**src/rtl/tp_pkg.sv**
```systemverilog
// Shared types and sizing for the ping-pong 4x4 block transposer.
package tp_pkg;

    localparam int LANE_W    = 16;
    localparam int LANES     = 4;
    localparam int BLK_CNT_W = 16;

    typedef logic [LANE_W-1:0]       lane_t;
    typedef logic [LANES*LANE_W-1:0] word_t;
    typedef lane_t [LANES-1:0][LANES-1:0] blk_t;
    typedef logic [1:0]              idx_t;

    // Row/column index advance; the 2-bit width gives the 3->0 wrap for free.
    function automatic idx_t idx_next(idx_t i);
        return i + 2'd1;
    endfunction

endpackage

```
**src/rtl/tp_bank.sv**
```systemverilog
// One 4x4 element bank: whole-row write port, combinational column read port.
// Contents are deliberately not reset; the full flags in the parent decide
// whether anything in here is meaningful.
module tp_bank
    import tp_pkg::*;
(
    input  logic  clk,
    input  logic  we,
    input  idx_t  row,
    input  word_t wr_word,
    input  idx_t  col,
    output word_t rd_word
);

    blk_t mem_q;
    blk_t mem_d;

    // Next contents: overwrite one row when written.
    always_comb begin
        mem_d = mem_q;
        if (we) begin
            for (int i = 0; i < LANES; i++) begin
                mem_d[row][i] = wr_word[i*LANE_W +: LANE_W];
            end
        end
    end

    // Storage register, no reset.
    always_ff @(posedge clk) begin
        mem_q <= mem_d;
    end

    // Column read: output lane r is element [r][col].
    always_comb begin
        rd_word = '0;
        for (int r = 0; r < LANES; r++) begin
            rd_word[r*LANE_W +: LANE_W] = mem_q[r][col];
        end
    end

endmodule

```
**src/rtl/pp_transposer.sv**
```systemverilog
// Ping-pong 4x4 block transposer: rows in, columns out, one bank filling
// while the other drains. bank_sel names the bank being written.
module pp_transposer
    import tp_pkg::*;
(
    input  logic                 clk,
    input  logic                 rst,
    input  logic                 flush,
    input  logic                 in_valid,
    output logic                 in_ready,
    input  word_t                in_data,
    output logic                 out_valid,
    input  logic                 out_ready,
    output word_t                out_data,
    output logic                 bank_sel,
    output logic [BLK_CNT_W-1:0] block_cnt
);

    logic                 bank_sel_q,  bank_sel_d;
    logic [1:0]           full_q,      full_d;
    idx_t                 wr_row_q,    wr_row_d;
    idx_t                 rd_col_q,    rd_col_d;
    logic [BLK_CNT_W-1:0] block_cnt_q, block_cnt_d;

    logic  wb, rb;
    logic  wr_acc, rd_acc, wr_done, rd_done, swap;
    logic  [1:0] bank_we;
    word_t bank_rd [2];

    // Handshake decode; flush suppresses both accepts in its cycle.
    always_comb begin
        wb        = bank_sel_q;
        rb        = ~bank_sel_q;
        in_ready  = ~full_q[wb];
        out_valid = full_q[rb];
        wr_acc    = in_valid & in_ready & ~flush;
        rd_acc    = out_valid & out_ready & ~flush;
        wr_done   = wr_acc & (wr_row_q == 2'd3);
        rd_done   = rd_acc & (rd_col_q == 2'd3);
        // A bank with a complete block can move to the read side as soon as
        // the read side is empty or emptying this very cycle.
        swap      = (full_q[wb] | wr_done) & (~full_q[rb] | rd_done);
        bank_we   = '0;
        bank_we[wb] = wr_acc;
    end

    // Next-state: pointers, full flags, bank select and block counter.
    always_comb begin
        bank_sel_d  = bank_sel_q;
        full_d      = full_q;
        wr_row_d    = wr_row_q;
        rd_col_d    = rd_col_q;
        block_cnt_d = block_cnt_q;

        if (wr_acc) wr_row_d = idx_next(wr_row_q);
        if (rd_acc) rd_col_d = idx_next(rd_col_q);
        if (rd_done) block_cnt_d = block_cnt_q + 1'b1;

        if (swap) begin
            bank_sel_d = ~bank_sel_q;
            full_d[wb] = 1'b1;
            full_d[rb] = 1'b0;
            rd_col_d   = '0;
        end else begin
            full_d[wb] = full_q[wb] | wr_done;
            full_d[rb] = full_q[rb] & ~rd_done;
        end

        if (flush) begin
            bank_sel_d  = 1'b0;
            full_d      = '0;
            wr_row_d    = '0;
            rd_col_d    = '0;
            block_cnt_d = '0;
        end
    end

    // Control state register.
    always_ff @(posedge clk or posedge rst) begin
        if (rst) begin
            bank_sel_q  <= 1'b0;
            full_q      <= '0;
            wr_row_q    <= '0;
            rd_col_q    <= '0;
            block_cnt_q <= '0;
        end else begin
            bank_sel_q  <= bank_sel_d;
            full_q      <= full_d;
            wr_row_q    <= wr_row_d;
            rd_col_q    <= rd_col_d;
            block_cnt_q <= block_cnt_d;
        end
    end

    for (genvar b = 0; b < 2; b++) begin : g_bank
        tp_bank u_bank (
            .clk     (clk),
            .we      (bank_we[b]),
            .row     (wr_row_q),
            .wr_word (in_data),
            .col     (rd_col_q),
            .rd_word (bank_rd[b])
        );
    end

    // Column output from the read bank, zero when nothing is presented.
    always_comb begin
        out_data = '0;
        if (out_valid) out_data = bank_rd[rb];
    end

    assign bank_sel  = bank_sel_q;
    assign block_cnt = block_cnt_q;

endmodule

```
**config.mk**
```make
export PLATFORM = sky130hd
export DESIGN_NAME = pp_transposer
export DESIGN_NICKNAME = d
export VERILOG_FILES = /design/src/rtl/tp_pkg.sv /design/src/rtl/tp_bank.sv /design/src/rtl/pp_transposer.sv
export SDC_FILE = /design/constraint.sdc
export NUM_CORES = 1
export LEC_CHECK = 0
export BUFFER_PORTS_ARGS = -buffer_cell sky130_fd_sc_hd__buf_2
export CORE_ASPECT_RATIO = 0.9
export CORE_MARGIN = 10
export CORE_UTILIZATION = 30
export DETAILED_ROUTE_END_ITERATION = 10
export GPL_TIMING_DRIVEN = 1
export PLACE_DENSITY = 0.46
export SYNTH_ARGS = -nofsm -noshare
export SYNTH_HDL_FRONTEND = slang
export SYNTH_HIERARCHICAL = 1
export SYNTH_SLANG_ARGS = --single-unit
export TNS_END_PERCENT = 5
```
**constraint.sdc**
```tcl
create_clock -name clk -period 6.2 [get_ports clk]
set_clock_uncertainty 0.05 [all_clocks]
set_input_delay 0.31 -clock clk [delete_from_list [all_inputs] [get_ports clk]]
set_output_delay 0.31 -clock clk [all_outputs]
set_load 0.02 [all_outputs]
```
Word level (Yosys, flattened, before mapping)
Cells that the tools add are included.

word-level totals
  flip-flop bits (word level) = 535
  bits of input ports = 69
  output and inout port bits = 83
  word-level logic and storage cells = 134

operators by class
  add/sub/neg operators = 3
  order comparisons = 8
  eq/ne operators = 2
  mux-type cells = 57
  bitwise gates (word level) = 20
  reductions and logical operators = 7

operator list
  cell                   count
  $bwmux 256             8
  $demux 64 s2           4
  $mux 64                5
  $bmux 16 s2            8
  $mux 16                11
  $mux 48                1
  $mux 32                1
  $add 16x1->16 const B  1
  $mux 2                 7
  $and 1x1->1            8
  $mux 1                 8
  $lt 2x3->1 const B     2
  $reduce_bool 2->1      3
  $not 1->1              5
  $add 2x1->2 const B    2
  $and 2x2->2            2
  $bwmux 2               2
  $eq 2x2->1 const B     2
  $lt 1x2->1 const B     2
  $logic_and 1x1->1      3
  $reduce_bool 3->1      1
  $demux 1 s1            2
  $ge 1x1->1 const B     2
  $ge 2x1->1 const B     1
  5 further kinds        6

Longest topological paths before layout
Gate-level depths: netlist of run 1.

  depth in word-level cells = 11
  gate-level depth with buffers = 6
  depth with buffers taken out = 5

Cells and area by module
Netlist of run 1, hierarchy kept.

modules (own cells, without submodules)
  module         instances  cells an instance  area an instance (um2)  seq. area each (um2)
  tp_bank        2          416                9895.7                  7687.4
  pp_transposer  1          270                2128.3                  575.6

Worst setup path before layout of run 1
Ideal clock, no wire load.

  kind = register -> register
  from = register bank_sel_q (netlist: bank_sel)
  to = register g_bank[0].u_bank/mem_q[0] (netlist name), enable pin
  setup time = 0.578 ns
  data arrival time = 6.143 ns
  required time = 5.572 ns
  setup slack = -0.572 ns
  stages on the path, launching flop included = 5
  buffers on the path = 2
  period minus slack after synthesis = 6.772 ns
  path through = dfrtp_1 > clkbuf_1 > clkbuf_1 > nor4b_1 > nor3b_1

between the ends
  cells in the longest elaborated chain, start to end = 6
  elaborated cells between the ends (all ways) = 11
  classes of those cells = order compare (2); mux (4); bitwise (4); reduce/logical (1)

ends and longest elaborated chain
  element                                             RTL line             text
  start: declaration                                  pp_transposer.sv:19  logic bank_sel_q, bank_sel_d;
  start signal: assignment                            pp_transposer.sv:87  bank_sel_q <= bank_sel_d;
  branches (longest 5 deep; another with $lt 1x2->1)  --
  $and 2x2->2 (no line) *                             --
  named net bank_we[0]                                pp_transposer.sv:27  logic [1:0] bank_we;
  end signal: assignment                              tp_bank.sv:30        mem_q <= mem_d;
  end: declaration                                    tp_bank.sv:15        blk_t mem_q;

Mark *: on every way through the listed nets, which the timed path passes. The select of a mux whose other input is x is not followed.
A chain may end at the register's enable or synchronous reset.

==> results.json, run 1 <==
{
  "powerDensity_nw_per_um2": 334,
  "dp.cells": 2144,
  "track_usage_pct": 12.4,
  "place_ws_ns": 2.73,
  "die-area_um2": 84300,
  "cts_root_buffer": "clkbuf_16",
  "drt_iter0_drc": 652,
  "stdcell_count": 2301,
  "num_io_pins": 152,
  "grt_pass1_wl_um": 79900,
  "min_to": "g_bank[0].u_bank/mem_q[244]$_DFFE_PP_",
  "netlist_area_um2": 21900,
  "synth_edf_count": 512,
  "rsz0062_at_grt": "false",
  "top_layer": "met4",
  "worstHoldStart": "in_data[52]",
  "clk_pin_slew_ns": 0.06,
  "met1_length_um": 23200,
  "fin_util_pct": 35.8,
  "synth_compound_area_share_pct": 0.594,
  "run_status": "completed",
  "cp-start-kind": "flip-flop",
  "first_global_vias": 12000,
  "core_um2": 72000,
  "synth.avg_cell_area_um2": 19.9,
  "grt.overflow.total": 0,
  "multi_input_area_um2": 5490,
  "pwr-share-comb_pct": 13.5,
  "reg2reg_to": "block_cnt[11]$_DFFE_PP0P_",
  "r2r_setup_slack_ns": 2.82,
  "drc": 0,
  "ys.flop_type": "edfxtp_1",
  "wl_um": 53100,
  "clkSinkCount": 535,
  "met3_length_um": 1890,
  "antenna_found_initial": 0,
  "n_fill_cell": 6690,
  "rr_startpoint": "rd_col_q[0]$_DFFE_PP0P_",
  "area_growth_pct": 17.6,
  "clockPowerShare_pct": 36.6,
  "dieWidth_um": 305,
  "wl_per_cell_um": 23.1,
  "path_max_fanout": 42,
  "max_slew_margin_pct": 21.7,
  "synth_xor_area_share_pct": 0.440,
  "clockBufferDepth": 3,
  "syn_inst": 1102,
  "swShare_pct": 25.8,
  "timing.final.crit_share_pct": 62.6,
  "leakage_nw": 8.61,
  "synth_fa_ha_area_share_pct": 0.171,
  "dr_wl_met2_um": 26900,
  "synth_top_area_share_pct": 70.1,
  "seq_area_frac_synth_pct": 72.8,
  "p_int_w": 0.00638,
  "finalHoldViolations": 0,
  "worst_pin_slew_ns": 1.17,
  "port_buffers": 151,
  "whs_path_depth": 2,
  "place_hpwl_um": 30100,
  "worstPathRequired_ns": 5.84,
  "syn_nets": 1174,
  "yosys-top-cells-count": "512 x edfxtp_1, 120 x mux4_2, 77 x nor2_1",
  "yosys.area.top_type": "edfxtp_1",
  "min_period_ns": 3.88,
  "critPathArrivalTime_ns": 3.52,
  "gp_congestion": 0.696,
  "setup_slack_ns": 2.32,
  "synthSimpleGateAreaFrac_pct": 7.30,
  "fmax_mhz": 257,
  "dr.pass1.iters": 4,
  "critPathKind": "reg2out",
  "drv_slew": 0,
  "worst-r2r-cell-count": 6,
  "switchingPower_w": 0.00222,
  "drv_cap": 0,
  "rows": 93,
  "ant_nets": 0,
  "via_count": 10900,
  "pwr-share-seq_pct": 49.9,
  "cts_resized": 0,
  "crit_path_end_kind": "primary output",
  "viasPerCell": 4.73,
  "antenna_cells": 0,
  "drive_gt1_share_pct": 27.4,
  "die_h_um": 276,
  "insertion_delay_ns": 0.60,
  "synth_cell_types": 40,
  "muxShareOfSynthArea_pct": 16.3,
  "regArea_um2": 16000,
  "tritoncts": "built",
  "async_flop_share_pct": 4.30,
  "grt_max_degree": 82,
  "ir_drop_mv": 0.216,
  "finalSetupViolCount": 0,
  "ys_seq_elements": 535,
  "nNetsFinal": 1377,
  "postCtsSetupBuffers": 0,
  "synth_top_family_by_area": "multiplexers",
  "whs_ns": 0.0812,
  "cts_buffers": 58,
  "synth.area.top_cells": "edfxtp_1 70%, mux4_2 12%, mux2i_1 3.0%",
  "initial_core_util_pct": 30.4,
  "yosysMostFrequentCell": "edfxtp_1",
  "hold_class": "in2reg",
  "cts_htree_levels": 2,
  "ys_warn_count": 6
}
cells by family after synthesis:
family	Yosys count
and+or+nand+nor	256
adders and majority gates	3
AOI/OAI and AO/OA	23
xor gates and xnor gates	11
buffers and inverters	80
DFF	535
muxes	194
critical path, stage by stage (launching register included):
cell and delay, ns:
dfrtp_4 1.04, buf_4 0.56, mux4_1 0.62, mux2i_1 0.37, nor2_1 0.09, buf_2 0.20
routing by layer:
metal	track usage [%]	up-vias
met5	0	-
met4	3.42	0
met3	1.97	70
met2	21.2	182
met1	15.9	5751
li1	-	4886
sequential cells by signal, indices dropped and copies added (netlist names):
signal / count
full_q: 2
wr_row_q: 2
rd_col_q: 2
g_bank.u_bank/mem_q: 512
bank_sel: 1
block_cnt: 16
metrics by stage:
stage	total power [W]	setup TNS, ns	cell area (um^2)
finish	0.00860	0	25800
global placement	0.00554	0	23600
CTS	0.00876	0	25800
floorplan	0.00512	-16.60	21900
global route	0.00896	0	25800
detailed placement	0.00555	0	23600
how the worst max path moves through the flow:
stage,startpoint,end,slack [ns],cells past startpoint
2_1_floorplan,bank_sel$_DFFE_PP0P_,g_bank[1].u_bank/mem_q[0]$_DFFE_PP_,-0.26,3
6_report,rd_col_q[0]$_DFFE_PP0P_,out_data[28],2.32,5
3_3_place_gp,rd_col_q[0]$_DFFE_PP0P_,block_cnt[15]$_DFFE_PP0P_,2.74,6
3_5_place_dp,rd_col_q[0]$_DFFE_PP0P_,block_cnt[13]$_DFFE_PP0P_,2.73,6
4_1_cts,rd_col_q[0]$_DFFE_PP0P_,out_data[28],2.12,5
5_1_grt,rd_col_q[0]$_DFFE_PP0P_,out_data[28],1.96,5
layout make-up:
cell class	instances	share of cell area [%]
timing repair buffer	218	5.48
clock inverter	29	0.592
multi-input combinational	487	21.3
sequential	535	62.0
inverter	5	0.0728
tap	950	4.61
clock buffer	77	5.99
layout by cell type, fill, tap and decap left out, types with 12 or more instances in the layout:
cell type,n
a21oi_1,12
and3_1,32
and3b_1,64
buf_2,151
buf_4,14
clkbuf_1,18
clkbuf_16,59
clkinv_1,22
dfrtp_1,18
dlygate4sd3_1,51
edfxtp_1,512
mux2i_1,65
mux4_2,120
nand2_1,14
nor2_1,77
nor3b_1,33
power groups by stage:
stage | Clock, W | Sequential, W | Combinational (W)
detailed placement | 0 | 0.00437 | 0.00118
global placement | 0 | 0.00437 | 0.00117
CTS | 0.00325 | 0.00430 | 0.00121
floorplan | 0 | 0.00425 | 0.000862
global route | 0.00338 | 0.00431 | 0.00127
finish | 0.00314 | 0.00429 | 0.00116
what timing repair did:
action                                  CTS  global route
endpoints found under the hold margin   409             0
endpoints found under the setup margin    0             0
hold buffers                             51             0
Note: power is estimated with default switching activity, not from simulation.
==> run 2: changes to the inputs <==
ABC_AREA = 1   (was unset)
clock period = 3.3 ns   (was 6.2 ns; I/O delays follow)
==> results.json, run 2 <==
{
  "fmax_mhz": 334,
  "crit_path_end_kind": "primary output",
  "final_common_cell": "nand2_1",
  "synth_edf_count": 512,
  "ys_warn_count": 6,
  "first_global_vias": 17600,
  "finalHoldViolations": 0,
  "drc": 0,
  "track_usage_pct": 16.7,
  "path_max_fanout": 36,
  "timing.final.crit_share_pct": 90.8,
  "yosys-top-cells-count": "964 x nand2_1, 638 x inv_1, 512 x edfxtp_1",
  "hold_class": "in2async",
  "grt_max_degree": 145,
  "ant_nets": 0,
  "drv_cap": 0,
  "antenna_found_initial": 4,
  "yosys.area.top_type": "edfxtp_1",
  "place_hpwl_um": 50400,
  "nNetsFinal": 3013,
  "worstPathRequired_ns": 3.08,
  "run_status": "completed",
  "layout_common_cells": "962 x nand2_1, 638 x inv_1, 512 x edfxtp_1, 275 x nand3_1, 156 x nor2_1",
  "yosysMostFrequentCell": "nand2_1",
  "cts_resized": 0,
  "setup_slack_ns": 0.304,
  "power.total_w": 0.0187,
  "grt.overflow.total": 0,
  "viasPerCell": 4.43,
  "grt_pass1_wl_um": 119000,
  "reg2reg_to": "full_q[1]$_DFF_PP0_",
  "max_slew_margin_pct": 28.9,
  "die-area_um2": 95400,
  "initial_core_util_pct": 30.3,
  "port_buffers": 151,
  "top_register": "g_bank.u_bank/mem_q",
  "powerDensity_nw_per_um2": 632,
  "gp_congestion": 0.825,
  "min_period_ns": 3.00,
  "ir_drop_mv": 0.365,
  "stdcell_count": 4114,
  "drt_iter0_drc": 1325,
  "cts_buffers": 58,
  "netlist_area_um2": 25000,
  "wl_per_cell_um": 19.7,
  "cts_htree_levels": 2,
  "hold_buffers": 69,
  "async_flop_share_pct": 4.30,
  "worst_pin_slew_ns": 1.06,
  "tns_ns": 0,
  "tritoncts": "built",
  "wl_um": 81000,
  "via_count": 18200,
  "place_ws_ns": 0.583,
  "die_h_um": 294,
  "dp.cells": 3934,
  "rows": 100,
  "finalSetupViolCount": 0,
  "clockBufferDepth": 3,
  "drv_slew": 0,
  "syn_nets": 2808,
  "dieWidth_um": 324,
  "worst-r2r-cell-count": 9,
  "synth.area.top_cells": "edfxtp_1 61%, nand2_1 14%, inv_1 9.6%",
  "ys.flop_type": "edfxtp_1",
  "synth.avg_cell_area_um2": 9.15,
  "drive_gt1_share_pct": 9.87,
  "cts_root_buffer": "clkbuf_16",
  "leakage_nw": 14.0,
  "cp-start-kind": "flip-flop",
  "ys_seq_elements": 535,
  "syn_inst": 2736,
  "critPathArrivalTime_ns": 2.78,
  "insertion_delay_ns": 0.62,
  "num_io_pins": 152,
  "clk_pin_slew_ns": 0.06,
  "largest_reg_flops": 512,
  "clkSinkCount": 535,
  "seq_area_frac_synth_pct": 63.7,
  "critPathKind": "reg2out",
  "rsz0062_at_grt": "false",
  "r2r_setup_slack_ns": 0.56,
  "core_um2": 82700,
  "n_fill_cell": 8436,
  "area_growth_pct": 18.3,
  "rr_startpoint": "bank_sel$_DFFE_PP0P_",
  "dr.pass1.iters": 5,
  "postCtsSetupBuffers": 0,
  "synth_cell_types": 27,
  "synth_top_area_share_pct": 61.4
}
[run 2: final cells by class]
type	count	area (um^2)	area share, %
multi-input cells	1442	5950	20.1
repair buffers	258	1960	6.61
clock buffers	76	1580	5.35
diodes	3	7.51	0.0254
clock inverters	32	307	1.04
flip-flops and latches	535	16000	53.9
inverters	646	2430	8.21
well taps	1122	1400	4.74
[run 2: critical path, stage by stage, from the launching register on]
cell and delay (ns):
dfrtp_4 0.63, inv_2 0.11, buf_4 0.43, nand3_1 0.25, nand2_1 0.16, nand2_1 0.11
nand2_1 0.15, nand2_1 0.06, inv_1 0.06, buf_2 0.15
[run 2: logic make-up (layout without fill, tap and decap cells)]
| group | after synthesis | in the layout | synth area share (%) |
|---|---|---|---|
| AO/OA/AOI/OAI | 21 | 21 | 0.500 |
| XOR/XNOR | 2 | 2 | 0.0700 |
| adder cells (fa/ha/maj) | 3 | 3 | 0.150 |
| buffers and inverters | 759 | 1012 | 12.7 |
| flip-flops | 535 | 535 | 63.7 |
| other | 0 | 3 | 0 |
| AND/OR/NAND/NOR | 1416 | 1416 | 22.8 |
[run 2: stage by stage]
step           instance area, um^2  hold WS [ns]  util, %
2_1_floorplan                25000         0.117        -
3_3_place_gp                 27000         0.381     32.7
3_5_place_dp                 27000         0.401     32.7
4_1_cts                      29600         0.280     35.8
5_1_grt                      29600         0.352     35.8
6_report                     29600         0.277     35.8
[run 2: worst max path at each step]
stage | startpoint | to | depth (start not counted)
after floorplan | bank_sel$_DFFE_PP0P_ | g_bank[0].u_bank/mem_q[0]$_DFFE_PP_ | 6
after global placement | full_q[1]$_DFF_PP0_ | g_bank[0].u_bank/mem_q[175]$_DFFE_PP_ | 8
after detailed placement | bank_sel$_DFFE_PP0P_ | g_bank[0].u_bank/mem_q[216]$_DFFE_PP_ | 6
after CTS | rd_col_q[1]$_DFFE_PP0P_ | out_data[22] | 9
after global routing | bank_sel$_DFFE_PP0P_ | out_data[42] | 8
final | rd_col_q[1]$_DFFE_PP0P_ | out_data[22] | 9
[run 2: power breakdown]
part	internal (W)	total (W)	leakage, nW	switching [W]
combinational	0.00102	0.00422	8.16	0.00319
clock	0.00383	0.00656	0.918	0.00273
sequential	0.00784	0.00793	4.96	0.0000902
total	0.0127	0.0187	14.0	0.00601
[run 2: layer usage]
metal / up-vias / part of all wire [%] / GRT usage, %
met2: 523 / 47 / 27.6
met1: 8796 / 45 / 22.5
met5: - / 0 / 0
met4: 0 / 1.9 / 4.07
met3: 96 / 5.8 / 2.99
li1: 8790 / - / -
==> run 3: changes to the inputs <==
CAP_MARGIN = 40   (was unset)
CORE_UTILIZATION = 55   (was 30)
PLACE_DENSITY = 0.75   (was 0.46)
==> results.json, run 3 (synthesis gave the netlist of run 2 again) <==
{
  "reg2reg_to": "g_bank[1].u_bank/mem_q[228]$_DFFE_PP_",
  "final_common_cell": "nand2_1",
  "cts_htree_levels": 2,
  "crit_path_top_delay_cell": "buf_12",
  "crit_path_end_kind": "primary output",
  "tritoncts": "built",
  "met3_length_um": 6360,
  "run_status": "finished, violations left",
  "powerDensity_nw_per_um2": 614,
  "critPathCapture": "out_data[3]",
  "clockBufferDepth": 3,
  "ant_nets": 0,
  "dp.cells": 3426,
  "finalSetupViolCount": 0,
  "drv_cap": 0,
  "place_hpwl_um": 40800,
  "hold_class": "in2async",
  "top_layer": "met4",
  "core_um2": 45200,
  "worst_pin_slew_ns": 1.63,
  "num_io_pins": 152,
  "min_period_ns": 3.27,
  "area_growth_pct": 14.4,
  "cts_buffers": 53,
  "cp-start-kind": "flip-flop",
  "path_max_fanout": 256,
  "finalHoldViolations": 0,
  "gp_congestion": 0.873,
  "met1_length_um": 26100,
  "rr_startpoint": "bank_sel$_DFFE_PP0P_",
  "crit_path_cell_trace": "buf_12 -> nand2_1 -> nand3_1 -> nand2_1 -> nand2_1 -> nand2_1 -> nand2_1 -> inv_1 -> buf_2",
  "fin_util_pct": 63.4,
  "die_h_um": 222,
  "first_global_vias": 18400,
  "drv_slew": 141,
  "clkSinkCount": 535,
  "fmax_mhz": 306,
  "timing.final.crit_share_pct": 99.0,
  "drc": 0,
  "path_common_cell": "nand2_1",
  "clk_pin_slew_ns": 0.06,
  "rsz0062_at_grt": "false",
  "die-area_um2": 54400,
  "rows": 74,
  "port_buffers": 151,
  "worst-r2r-cell-count": 6,
  "leakage_nw": 13.9,
  "worstPathRequired_ns": 3.08,
  "nNetsFinal": 3013,
  "insertion_delay_ns": 0.59,
  "antenna_found_initial": 1,
  "cpPeakStageDelay_ns": 0.53,
  "worstSetupStartpoint": "rd_col_q[0]$_DFFE_PP0P_",
  "dr.pass1.iters": 5,
  "top_register": "g_bank.u_bank/mem_q",
  "dr_wl_met2_um": 32800,
  "power.total_w": 0.0176,
  "initial_core_util_pct": 55.4,
  "max_slew_margin_pct": -8.67,
  "via_count": 18600,
  "r2r_setup_slack_ns": 1.10,
  "track_usage_pct": 24.6,
  "wl_per_cell_um": 18.8,
  "drt_iter0_drc": 2154,
  "grt_max_degree": 257,
  "wl_um": 67400,
  "largest_reg_flops": 512,
  "postCtsSetupBuffers": 0,
  "critPathArrivalTime_ns": 3.05,
  "violations": "slew limit",
  "layout_common_cells": "964 x nand2_1, 638 x inv_1, 512 x edfxtp_1, 275 x nand3_1, 156 x nor2_1",
  "grt.overflow.total": 0,
  "stdcell_count": 3589,
  "grt_pass1_wl_um": 104000,
  "cts_root_buffer": "clkbuf_16",
  "ir_drop_mv": 0.471,
  "critPathKind": "reg2out",
  "dieWidth_um": 245,
  "drive_gt1_share_pct": 9.87,
  "viasPerCell": 5.19
}
## run 3: changes by cell type in the layout (fill, tap and decap cells not counted), sizes merged, moves of 2 or more
cell,change
bufinv,-3
clkinv,+5
clkbuf,-17
diode,-2
inv,+2
buf,+6
## run 3: metrics by stage
step	setup TNS, ns	hold WS [ns]	instance area [um^2]	setup slack, ns
after floorplan	-98.88	0.117	25000	-0.193
after global placement	0	0.338	26300	0.911
after detailed placement	0	0.147	26400	0.878
after CTS	0	0.0552	28600	0.226
after global routing	0	0.121	28600	0.0216
final	0	0.0926	28600	0.0337
## run 3: per-layer routing
layer / global-route usage, % / vias up
met2: 41.5 / 963
met3: 4.10 / 151
li1: - / 8769
met1: 31.4 / 8729
met4: 9.13 / 0
met5: 0 / -
## run 3: timing repair
item                                   4_1_cts  5_1_grt
endpoints found under the hold margin      546        0
hold buffers                                68        0
gates resized for setup                      0        0
## run 3: worst max-delay path, delay by kind of cell (launching register included)
| family | cells | cell delay [ns] |
|---|---|---|
| and+or+nand+nor | 6 | 0.64 |
| buffers and inverters | 3 | 0.72 |
| DFF | 1 | 0.48 |
## run 3: cell type report
cell class              instances  area [um^2]
fillers                      3633        16600
flip-flops and latches        535        16000
multi-input cells            1442         5950
inverters                     646         2430
repair buffers                263         1940
clock buffers                  59         1350
well taps                     608          761
clock inverters                35          248
diodes                          1         2.50
## run 3: worst min path at each step
stage                                            to  startpoint  slack (ns)  cells after the start
after floorplan                bank_sel$_DFFE_PP0P_         rst        0.12                      1
after global placement     block_cnt[1]$_DFFE_PP0P_         rst        0.34                      2
after detailed placement  block_cnt[10]$_DFFE_PP0P_         rst        0.15                      2
after CTS                 block_cnt[14]$_DFFE_PP0P_         rst        0.06                      3
after global routing      block_cnt[14]$_DFFE_PP0P_         rst        0.12                      3
final                     block_cnt[13]$_DFFE_PP0P_         rst        0.09                      3
## run 3: power by group
| group | switching, W | internal (W) | leakage, nW | total (W) |
|---|---|---|---|---|
| sequential | 0.0000904 | 0.00784 | 4.96 | 0.00793 |
| clock | 0.00253 | 0.00316 | 0.795 | 0.00568 |
| combinational | 0.00297 | 0.00101 | 8.16 | 0.00398 |
| total | 0.00559 | 0.0120 | 13.9 | 0.0176 |
